==> config.mk <==
export PLATFORM = sky130hd
export DESIGN_NAME = axi_burst_reader_flat
export DESIGN_NICKNAME = d
export VERILOG_FILES = /design/src/rtl/axi_burst_reader_pkg.sv /design/src/rtl/axi_burst_reader_if.sv /design/src/rtl/axi_burst_reader_splitter.sv /design/src/rtl/axi_burst_reader.sv /design/src/flat_wrapper.sv
export SDC_FILE = /design/constraint.sdc
export NUM_CORES = 1
export LEC_CHECK = 0
export CAP_MARGIN = 0
export CORE_MARGIN = 2
export CORE_UTILIZATION = 50
export CTS_BUF_LIST = sky130_fd_sc_hd__clkbuf_16
export CTS_CLUSTER_SIZE = 25
export DETAILED_ROUTE_END_ITERATION = 10
export HOLD_SLACK_MARGIN = 0.02
export PLACE_DENSITY_LB_ADDON = 0.08
export SETUP_SLACK_MARGIN = 0.5
export SYNTH_ARGS = -nofsm -noshare
export SYNTH_HDL_FRONTEND = slang
export SYNTH_SLANG_ARGS = --single-unit
==> constraint.sdc <==
create_clock -name clk -period 5.9 [get_ports clk]
set_clock_uncertainty 0.05 [all_clocks]
set_input_delay 0.885 -clock clk [delete_from_list [all_inputs] [get_ports clk]]
set_output_delay 0.885 -clock clk [all_outputs]
set_load 0.02 [all_outputs]
==> src/rtl/axi_burst_reader_pkg.sv <==
// Shared AXI read types: size/burst/response enums, read-control and status
// structs, response-priority merge and the 4 KB boundary constant.
package axi_burst_reader_pkg;

  localparam int unsigned BOUNDARY_4K = 4096;

  typedef enum logic [2:0] {
    SIZE_1B   = 3'd0,
    SIZE_2B   = 3'd1,
    SIZE_4B   = 3'd2,
    SIZE_8B   = 3'd3,
    SIZE_16B  = 3'd4,
    SIZE_32B  = 3'd5,
    SIZE_64B  = 3'd6,
    SIZE_128B = 3'd7
  } axi_size_e;

  typedef enum logic [1:0] {
    BURST_FIXED = 2'd0,
    BURST_INCR  = 2'd1,
    BURST_WRAP  = 2'd2
  } axi_burst_e;

  typedef enum logic [1:0] {
    RESP_OKAY   = 2'd0,
    RESP_EXOKAY = 2'd1,
    RESP_SLVERR = 2'd2,
    RESP_DECERR = 2'd3
  } axi_resp_e;

  typedef enum logic [2:0] {
    ST_IDLE  = 3'd0,
    ST_SPLIT = 3'd1,
    ST_ADDR  = 3'd2,
    ST_DATA  = 3'd3,
    ST_DONE  = 3'd4
  } rd_state_e;

  typedef struct packed {
    logic [31:0] address;
    logic [15:0] bytes;
  } rd_ctrl_t;

  typedef struct packed {
    logic      done;
    axi_resp_e resp;
  } rd_status_t;

  function automatic logic [1:0] resp_rank(input axi_resp_e r);
    case (r)
      RESP_OKAY:   return 2'd0;
      RESP_EXOKAY: return 2'd1;
      RESP_SLVERR: return 2'd2;
      RESP_DECERR: return 2'd3;
      default:     return 2'd0;
    endcase
  endfunction

  // Sticky merge: keep whichever response carries the higher priority.
  function automatic axi_resp_e resp_merge(input axi_resp_e a, input axi_resp_e b);
    return (resp_rank(b) > resp_rank(a)) ? b : a;
  endfunction

  function automatic axi_size_e size_of(input int unsigned data_w);
    case (data_w)
      32'd8:    return SIZE_1B;
      32'd16:   return SIZE_2B;
      32'd32:   return SIZE_4B;
      32'd64:   return SIZE_8B;
      32'd128:  return SIZE_16B;
      32'd256:  return SIZE_32B;
      32'd512:  return SIZE_64B;
      32'd1024: return SIZE_128B;
      default:  return SIZE_8B;
    endcase
  endfunction

endpackage

==> src/rtl/axi_burst_reader_if.sv <==
// Request, AR/R and output-stream signals of the burst reader; master is the
// reader's view, slave is the surrounding system's view.
interface axi_burst_reader_if #(
  parameter int ADDR_W = 32,
  parameter int DATA_W = 64
);
  import axi_burst_reader_pkg::*;

  logic              ctrl_valid;
  logic              ctrl_ready;
  rd_ctrl_t          ctrl;
  logic [ADDR_W-1:0] araddr;
  logic [7:0]        arlen;
  logic [2:0]        arsize;
  logic [1:0]        arburst;
  logic              arvalid;
  logic              arready;
  logic [DATA_W-1:0] rdata;
  logic [1:0]        rresp;
  logic              rlast;
  logic              rvalid;
  logic              rready;
  logic [DATA_W-1:0] out_data;
  logic              out_last;
  logic              out_valid;
  logic              out_ready;
  logic              done;
  logic [1:0]        status;

  modport master (
    input  ctrl_valid, ctrl, arready, rdata, rresp, rlast, rvalid, out_ready,
    output ctrl_ready, araddr, arlen, arsize, arburst, arvalid, rready,
           out_data, out_last, out_valid, done, status
  );

  modport slave (
    output ctrl_valid, ctrl, arready, rdata, rresp, rlast, rvalid, out_ready,
    input  ctrl_ready, araddr, arlen, arsize, arburst, arvalid, rready,
           out_data, out_last, out_valid, done, status
  );
endinterface

==> src/rtl/axi_burst_reader_splitter.sv <==
// Combinational burst sizing: min(remaining beats, MAX_BEATS, beats to the
// next 4 KB boundary). The address is beat-aligned, so the division is exact.
module axi_burst_splitter
  import axi_burst_reader_pkg::*;
#(
  parameter int DATA_W    = 64,
  parameter int MAX_BEATS = 256
) (
  input  logic [11:0] i_addr_lo,
  input  logic [16:0] i_remaining,
  output logic [8:0]  o_beats
);
  localparam int SZ = $clog2(DATA_W / 8);

  logic [12:0] w_to_4k_bytes;
  logic [12:0] w_to_4k_beats;
  logic [8:0]  w_cap;

  assign w_to_4k_bytes = 13'(BOUNDARY_4K) - {1'b0, i_addr_lo};
  assign w_to_4k_beats = w_to_4k_bytes >> SZ;
  assign w_cap   = (w_to_4k_beats < 13'(MAX_BEATS)) ? w_to_4k_beats[8:0] : 9'(MAX_BEATS);
  assign o_beats = (i_remaining < {8'd0, w_cap}) ? i_remaining[8:0] : w_cap;
endmodule

==> src/rtl/axi_burst_reader.sv <==
// AXI4 read master: splits one (address, bytes) request into INCR bursts,
// streams beats downstream and reports one sticky completion status.
module axi_burst_reader
  import axi_burst_reader_pkg::*;
#(
  parameter int ADDR_W    = 32,
  parameter int DATA_W    = 64,
  parameter int MAX_BEATS = 256
) (
  input logic               clk,
  input logic               rst_n,
  axi_burst_reader_if.master bus
);
  localparam int BEAT_BYTES = DATA_W / 8;
  localparam int SZ         = $clog2(BEAT_BYTES);

  rd_state_e         r_state;
  rd_state_e         w_next;
  logic [ADDR_W-1:0] r_addr;
  logic [ADDR_W-1:0] r_araddr;
  logic [7:0]        r_arlen;
  logic [16:0]       r_remain;
  logic [8:0]        r_burst_cnt;
  axi_resp_e         r_status;

  logic        w_accept;
  logic        w_zero;
  logic        w_misaligned;
  logic [16:0] w_req_beats;
  logic        w_beat;
  logic        w_burst_end;
  logic        w_rlast_err;
  axi_resp_e   w_beat_resp;
  logic [8:0]  w_beats;

  assign w_accept     = bus.ctrl_valid && (r_state == ST_IDLE);
  assign w_zero       = (bus.ctrl.bytes == 16'd0);
  assign w_misaligned = (bus.ctrl.address & 32'(BEAT_BYTES - 1)) != 32'd0;
  assign w_req_beats  = ({1'b0, bus.ctrl.bytes} + 17'(BEAT_BYTES - 1)) >> SZ;
  assign w_beat       = (r_state == ST_DATA) && bus.rvalid && bus.out_ready;
  assign w_burst_end  = (r_burst_cnt == 9'd1);
  // The beat counter ends the burst; rlast is only checked against it.
  assign w_rlast_err  = (bus.rlast != w_burst_end);
  assign w_beat_resp  = resp_merge(axi_resp_e'(bus.rresp), w_rlast_err ? RESP_SLVERR : RESP_OKAY);

  axi_burst_splitter #(
    .DATA_W    (DATA_W),
    .MAX_BEATS (MAX_BEATS)
  ) u_splitter (
    .i_addr_lo   (r_addr[11:0]),
    .i_remaining (r_remain),
    .o_beats     (w_beats)
  );

  assign bus.ctrl_ready = (r_state == ST_IDLE);
  assign bus.arvalid    = (r_state == ST_ADDR);
  assign bus.araddr     = r_araddr;
  assign bus.arlen      = r_arlen;
  assign bus.arsize     = size_of(DATA_W);
  assign bus.arburst    = BURST_INCR;
  assign bus.rready     = (r_state == ST_DATA) && bus.out_ready;
  assign bus.out_valid  = (r_state == ST_DATA) && bus.rvalid;
  assign bus.out_data   = bus.rdata;
  assign bus.out_last   = bus.out_valid && (r_remain == 17'd1);
  assign bus.done       = (r_state == ST_DONE);
  assign bus.status     = r_status;

  // State register.
  always_ff @(posedge clk or negedge rst_n) begin
    if (!rst_n) r_state <= ST_IDLE;
    else        r_state <= w_next;
  end

  // Next-state logic.
  always_comb begin
    w_next = r_state;
    case (r_state)
      ST_IDLE: begin
        if (w_accept) w_next = (w_zero || w_misaligned) ? ST_DONE : ST_SPLIT;
        else          w_next = ST_IDLE;
      end
      ST_SPLIT: w_next = ST_ADDR;
      ST_ADDR: begin
        if (bus.arready) w_next = ST_DATA;
        else             w_next = ST_ADDR;
      end
      ST_DATA: begin
        if (w_beat && w_burst_end) w_next = (r_remain > 17'd1) ? ST_SPLIT : ST_DONE;
        else                       w_next = ST_DATA;
      end
      ST_DONE: w_next = ST_IDLE;
      default: w_next = ST_IDLE;
    endcase
  end

  // Request bookkeeping, AR payload and status accumulation.
  always_ff @(posedge clk or negedge rst_n) begin
    if (!rst_n) begin
      r_addr      <= '0;
      r_araddr    <= '0;
      r_arlen     <= 8'd0;
      r_remain    <= 17'd0;
      r_burst_cnt <= 9'd0;
      r_status    <= RESP_OKAY;
    end else begin
      case (r_state)
        ST_IDLE: begin
          if (w_accept) begin
            r_addr   <= ADDR_W'(bus.ctrl.address);
            r_remain <= w_req_beats;
            r_status <= (!w_zero && w_misaligned) ? RESP_SLVERR : RESP_OKAY;
          end
        end
        ST_SPLIT: begin
          r_araddr    <= r_addr;
          r_arlen     <= 8'(w_beats - 9'd1);
          r_burst_cnt <= w_beats;
        end
        ST_DATA: begin
          if (w_beat) begin
            r_burst_cnt <= r_burst_cnt - 9'd1;
            r_remain    <= r_remain - 17'd1;
            r_addr      <= r_addr + ADDR_W'(BEAT_BYTES);
            r_status    <= resp_merge(r_status, w_beat_resp);
          end
        end
        default: ;
      endcase
    end
  end
endmodule
==> src/flat_wrapper.sv <==
// flat-port wrapper written by rule: the top's interface ports become plain ports
module axi_burst_reader_flat import axi_burst_reader_pkg::*;
#(
  parameter int ADDR_W    = 32,
  parameter int DATA_W    = 64,
  parameter int MAX_BEATS = 256
)
  (clk, rst_n, bus_ctrl_valid, bus_ctrl, bus_arready, bus_rdata, bus_rresp, bus_rlast, bus_rvalid, bus_out_ready, bus_ctrl_ready, bus_araddr, bus_arlen, bus_arsize, bus_arburst, bus_arvalid, bus_rready, bus_out_data, bus_out_last, bus_out_valid, bus_done, bus_status);
  axi_burst_reader_if #(.ADDR_W(ADDR_W), .DATA_W(DATA_W)) bus_i ();
  input logic clk;
  input logic rst_n;
  input wire logic [$bits(bus_i.ctrl_valid)-1:0] bus_ctrl_valid;
  input wire logic [$bits(bus_i.ctrl)-1:0] bus_ctrl;
  input wire logic [$bits(bus_i.arready)-1:0] bus_arready;
  input wire logic [$bits(bus_i.rdata)-1:0] bus_rdata;
  input wire logic [$bits(bus_i.rresp)-1:0] bus_rresp;
  input wire logic [$bits(bus_i.rlast)-1:0] bus_rlast;
  input wire logic [$bits(bus_i.rvalid)-1:0] bus_rvalid;
  input wire logic [$bits(bus_i.out_ready)-1:0] bus_out_ready;
  output wire logic [$bits(bus_i.ctrl_ready)-1:0] bus_ctrl_ready;
  output wire logic [$bits(bus_i.araddr)-1:0] bus_araddr;
  output wire logic [$bits(bus_i.arlen)-1:0] bus_arlen;
  output wire logic [$bits(bus_i.arsize)-1:0] bus_arsize;
  output wire logic [$bits(bus_i.arburst)-1:0] bus_arburst;
  output wire logic [$bits(bus_i.arvalid)-1:0] bus_arvalid;
  output wire logic [$bits(bus_i.rready)-1:0] bus_rready;
  output wire logic [$bits(bus_i.out_data)-1:0] bus_out_data;
  output wire logic [$bits(bus_i.out_last)-1:0] bus_out_last;
  output wire logic [$bits(bus_i.out_valid)-1:0] bus_out_valid;
  output wire logic [$bits(bus_i.done)-1:0] bus_done;
  output wire logic [$bits(bus_i.status)-1:0] bus_status;
  assign bus_i.ctrl_valid = bus_ctrl_valid;
  assign bus_i.ctrl = bus_ctrl;
  assign bus_i.arready = bus_arready;
  assign bus_i.rdata = bus_rdata;
  assign bus_i.rresp = bus_rresp;
  assign bus_i.rlast = bus_rlast;
  assign bus_i.rvalid = bus_rvalid;
  assign bus_i.out_ready = bus_out_ready;
  assign bus_ctrl_ready = bus_i.ctrl_ready;
  assign bus_araddr = bus_i.araddr;
  assign bus_arlen = bus_i.arlen;
  assign bus_arsize = bus_i.arsize;
  assign bus_arburst = bus_i.arburst;
  assign bus_arvalid = bus_i.arvalid;
  assign bus_rready = bus_i.rready;
  assign bus_out_data = bus_i.out_data;
  assign bus_out_last = bus_i.out_last;
  assign bus_out_valid = bus_i.out_valid;
  assign bus_done = bus_i.done;
  assign bus_status = bus_i.status;
  axi_burst_reader #(.ADDR_W(ADDR_W), .DATA_W(DATA_W), .MAX_BEATS(MAX_BEATS)) u_core (.clk(clk), .rst_n(rst_n), .bus(bus_i));
endmodule
==> summary.md <==
| Metric | Value |
|---|---|
| Outcome | complete, no violations |
| Drt via density | around 6 |
| # Post-CTS Setup Buffers | 0 |
| Post-Route WL | between 15000 and 20000 um |
| Main combinational cell family by area after synthesis | simple AND/OR/NAND/NOR gates |
| Post-CTS Hold Buffers | 0 |
| Setup repair after global routing missed its margin | no |
| Slew Limit Fails | 0 |
| Total GRT Usage | 27.14% |
| Initial antenna violation count | 0 |
| Layout area overhead | 12.81% |
| Compound-cell area share of the yosys netlist | between 10% and 20% |
| Final worst-path cycle share | between 70% and 80% |
| DP Wirelength | around 14000 um |
| Fill cells | 1257 |
| Area occupied by multi-input gates | 0.003493 mm2 |
| Maximum VDD drop | 0.1484 mV |
| Core Area | roughly 0.013 mm2 |
| Adder-cell share of the synthesized area | 3.094% |
| Cell Rows | 42 |
| Final hold vios | 0 |
| Share of layout cells above drive strength 1 | about 5.5% |
| Post-layout util | 58.11% |
| CP required | 6120 ps |
| Setup crit end kind | flip-flop |
| CTS max path bufs | 2 |
| Setup Crit Path Kind | flip-flop to flip-flop |
| Worst Path Arrival | 4740 ps |
| Worst path cell trace | inv_1 -> ha_1 -> nor4b_4 -> nand3_1 -> mux2i_1 -> inv_2 -> ha_1 -> and4_1 -> nand2_1 -> o211ai_4 -> mux2_2 -> ha_1 -> and3_4 -> o31ai_2 |
| Die Y | about 120 um |
| Final antenna-violating net count | 0 |
| # diodes | 0 |
| Sequential share of the synthesized area | 37.49% |
| DR pass1 iterations | 6 |
| Drt drc | 0 |
| Post-synthesis xor/xnor area fraction | under 10% |
| DIE AREA | 0.01471 mm2 |
| Max-cap viol count | 0 |
| Minimum clock period | 4523 ps |
| Least-Margin Pin Slew | just under 1000 ps |
| Clk slew on worst S/H paths | 70 ps |
| CP max stage delay | 560 ps |
| Worst hold slack | 427.3 ps |
| Slowest cell on the critical path | o211ai_4 |
| Largest net degree at the start of global routing | 60 |
| CTS tree | built |
| I/O pins | 238 |
| Post-synthesis mux area share | 2.621% |
| Nets | 1000 |
| Max-slew headroom | around 34% |
| Library cells used by synthesis | 73 |
| Number of global-route vias before repair | 5843 |
| Highest clock rate | ~220 MHz |
| CTS Sinks | 103 |
| FF+latch count, synth | approximately 100 |
| Reg area | around 0.0026 mm2 |
| Pwr per Cell Area | 262.2 mW/mm2 |
| Async S/R FF share, synth | 100.0% |
| # setup viols final | 0 |
| Synth Cell Area | 0.006875 mm2 |
| Crit path max fanout | 19 |
| Vias | 6207 |
| GR Overflow Total | 0 |
| CP delay by family, top | simple AND/OR/NAND/NOR gates |
| Die W | 121.3 um |
| Commonest cells after routing, fill and taps aside | nand2_1 (174), clkdlybuf4s50_1 (103), dfrtp_1 (103), o21ai_0 (65), a21oi_1 (54) |
| CTS Root Cell | clkbuf_16 |
| Tightest Hold Check Type | flip-flop to flip-flop |
| Leak Pwr | ~3.3 nW |
| Simple-Gate Fraction of Synth Area | between 20% and 30% |
| Synth warn | 0 |
| Total power draw | a little over 2 mW |
| Fin Setup TNS | 0 ps |
| Total CTS buffers | 9 |
| DRT iter0 DRCs | 621 |
| Starting Density | 51.51% |
| Number of port buffers | 104 |
| Crit path buffers/inverters | 2 |
| Startpoint type of the worst setup path | flip-flop |
| Most used cell along the critical path | ha_1 |
| EDFF count, synth | 0 |
| Wirelength per Cell | between 15 and 20 um |
| Post-CTS sizing | 0 |
| Placer Congestion | between 0.9 and 1 |
| Main synth FF type | dfrtp_1 |
| Commonest non-fill, non-tap cell in the layout | nand2_1 |
| Global-route wire length before repair | 31230 um |
| Skew-Pair Late Insertion Delay | 360 ps |
| Mapped Cells | between 800 and 900 |
| Syn avg cell area | slightly above 8 um2 |
| Max H-tree Level | 3 |
| Inst Count DP | 1027 |
| Non-filler cells, final | 1043 |
worst register-to-register path: cells and delay by family, from the launching register on:
kind / cells / cell delay (ps)
buf+inv: 2 / 380
mux: 2 / 840
simple gates: 5 / 1130
compound gates: 2 / 750
flops: 1 / 500
fa+ha+maj: 3 / 790
power breakdown:
part	total [mW]	internal [mW]	switching, mW
registers	0.919	0.780	0.139
logic	0.535	0.228	0.307
clock network	0.579	0.292	0.287
total	2.03	1.30	0.733
cells in the mapped netlist, drive strengths merged, types with 3 or more instances:
master | instances | area (um2)
nand3 | 38 | 190.2
nor2b | 3 | 18.77
dfrtp | 103 | 2577
nor3 | 28 | 145.1
a221o | 4 | 40.04
and2 | 8 | 50.05
inv | 23 | 86.33
mux2i | 9 | 90.09
clkbuf | 28 | 136.4
or4 | 6 | 45.04
a32oi | 6 | 52.55
nand4 | 10 | 62.56
a21oi | 56 | 287.8
and3 | 8 | 55.05
xor2 | 13 | 113.9
o31ai | 4 | 35.03
o211ai | 3 | 36.28
ha | 17 | 212.7
buf | 81 | 598.1
nor4 | 12 | 75.07
xnor2 | 15 | 131.4
or3 | 6 | 37.54
a31oi | 4 | 25.02
nand2b | 4 | 27.53
and4 | 3 | 26.28
o22ai | 11 | 68.82
nor2 | 51 | 198.9
o311ai | 7 | 61.31
nand3b | 3 | 22.52
nand2 | 174 | 653.1
nor3b | 3 | 22.52
mux2 | 7 | 90.08
o21ai | 66 | 330.3
a22oi | 3 | 22.52
final timing paths:
kind / slack (ps) / depth (start not counted) / end / from
worst max-delay path: 1380 / 14 / u_core.bus.arlen[6] / u_core.r_addr[4]
worst min register to register: 430 / 2 / u_core.bus.araddr[0] / u_core.bus.araddr[0]
max in group asynchronous: 4140 / 2 / u_core.r_addr[31] / rst_n
min in group asynchronous: 480 / 1 / u_core.r_burst_cnt[4] / rst_n
worst min-delay path: 430 / 2 / u_core.bus.araddr[0] / u_core.bus.araddr[0]
worst max register to register: 1380 / 14 / u_core.bus.arlen[6] / u_core.r_addr[4]
state kept, by name (all words and copies together) (netlist names):
| signal | count |
|---|---|
| u_core.bus.araddr | 32 |
| u_core.bus.arlen | 8 |
| u_core.r_remain | 17 |
| u_core.bus.status | 2 |
| u_core.r_state | 3 |
| u_core.r_burst_cnt | 9 |
| u_core.r_addr | 32 |
cell families after synthesis:
logic type      Yosys count
fa+ha+maj                17
simple gates            366
other cells               2
xor+xnor                 28
mux                      16
flops                   103
buf+inv                 132
compound gates          181
metal layers:
layer	track usage [%]	part of all wire (%)	up-vias
li1	-	-	2915
met1	39.31	46	2974
met2	41.05	45	275
met3	4.041	7.2	43
met4	10.34	2.1	0
met5	0	0	-
per-stage QoR:
step,cell area [um2],setup WS [ps]
final,7756,1377
after global placement,7476,1612
after global routing,7756,1069
after CTS,7756,1422
after detailed placement,7476,1461
after floorplan,6887,2053
area by class of cell:
cell class	count	share of cell area, %
Clock buffer	9	2.904
Clock inverter	7	0.7098
Inverter	23	1.113
Multi-Input combinational cell	613	45.04
Sequential cell	103	33.23
Tap cell	176	2.839
Timing Repair Buffer	112	14.16
Note: power is estimated with default switching activity, not from simulation.
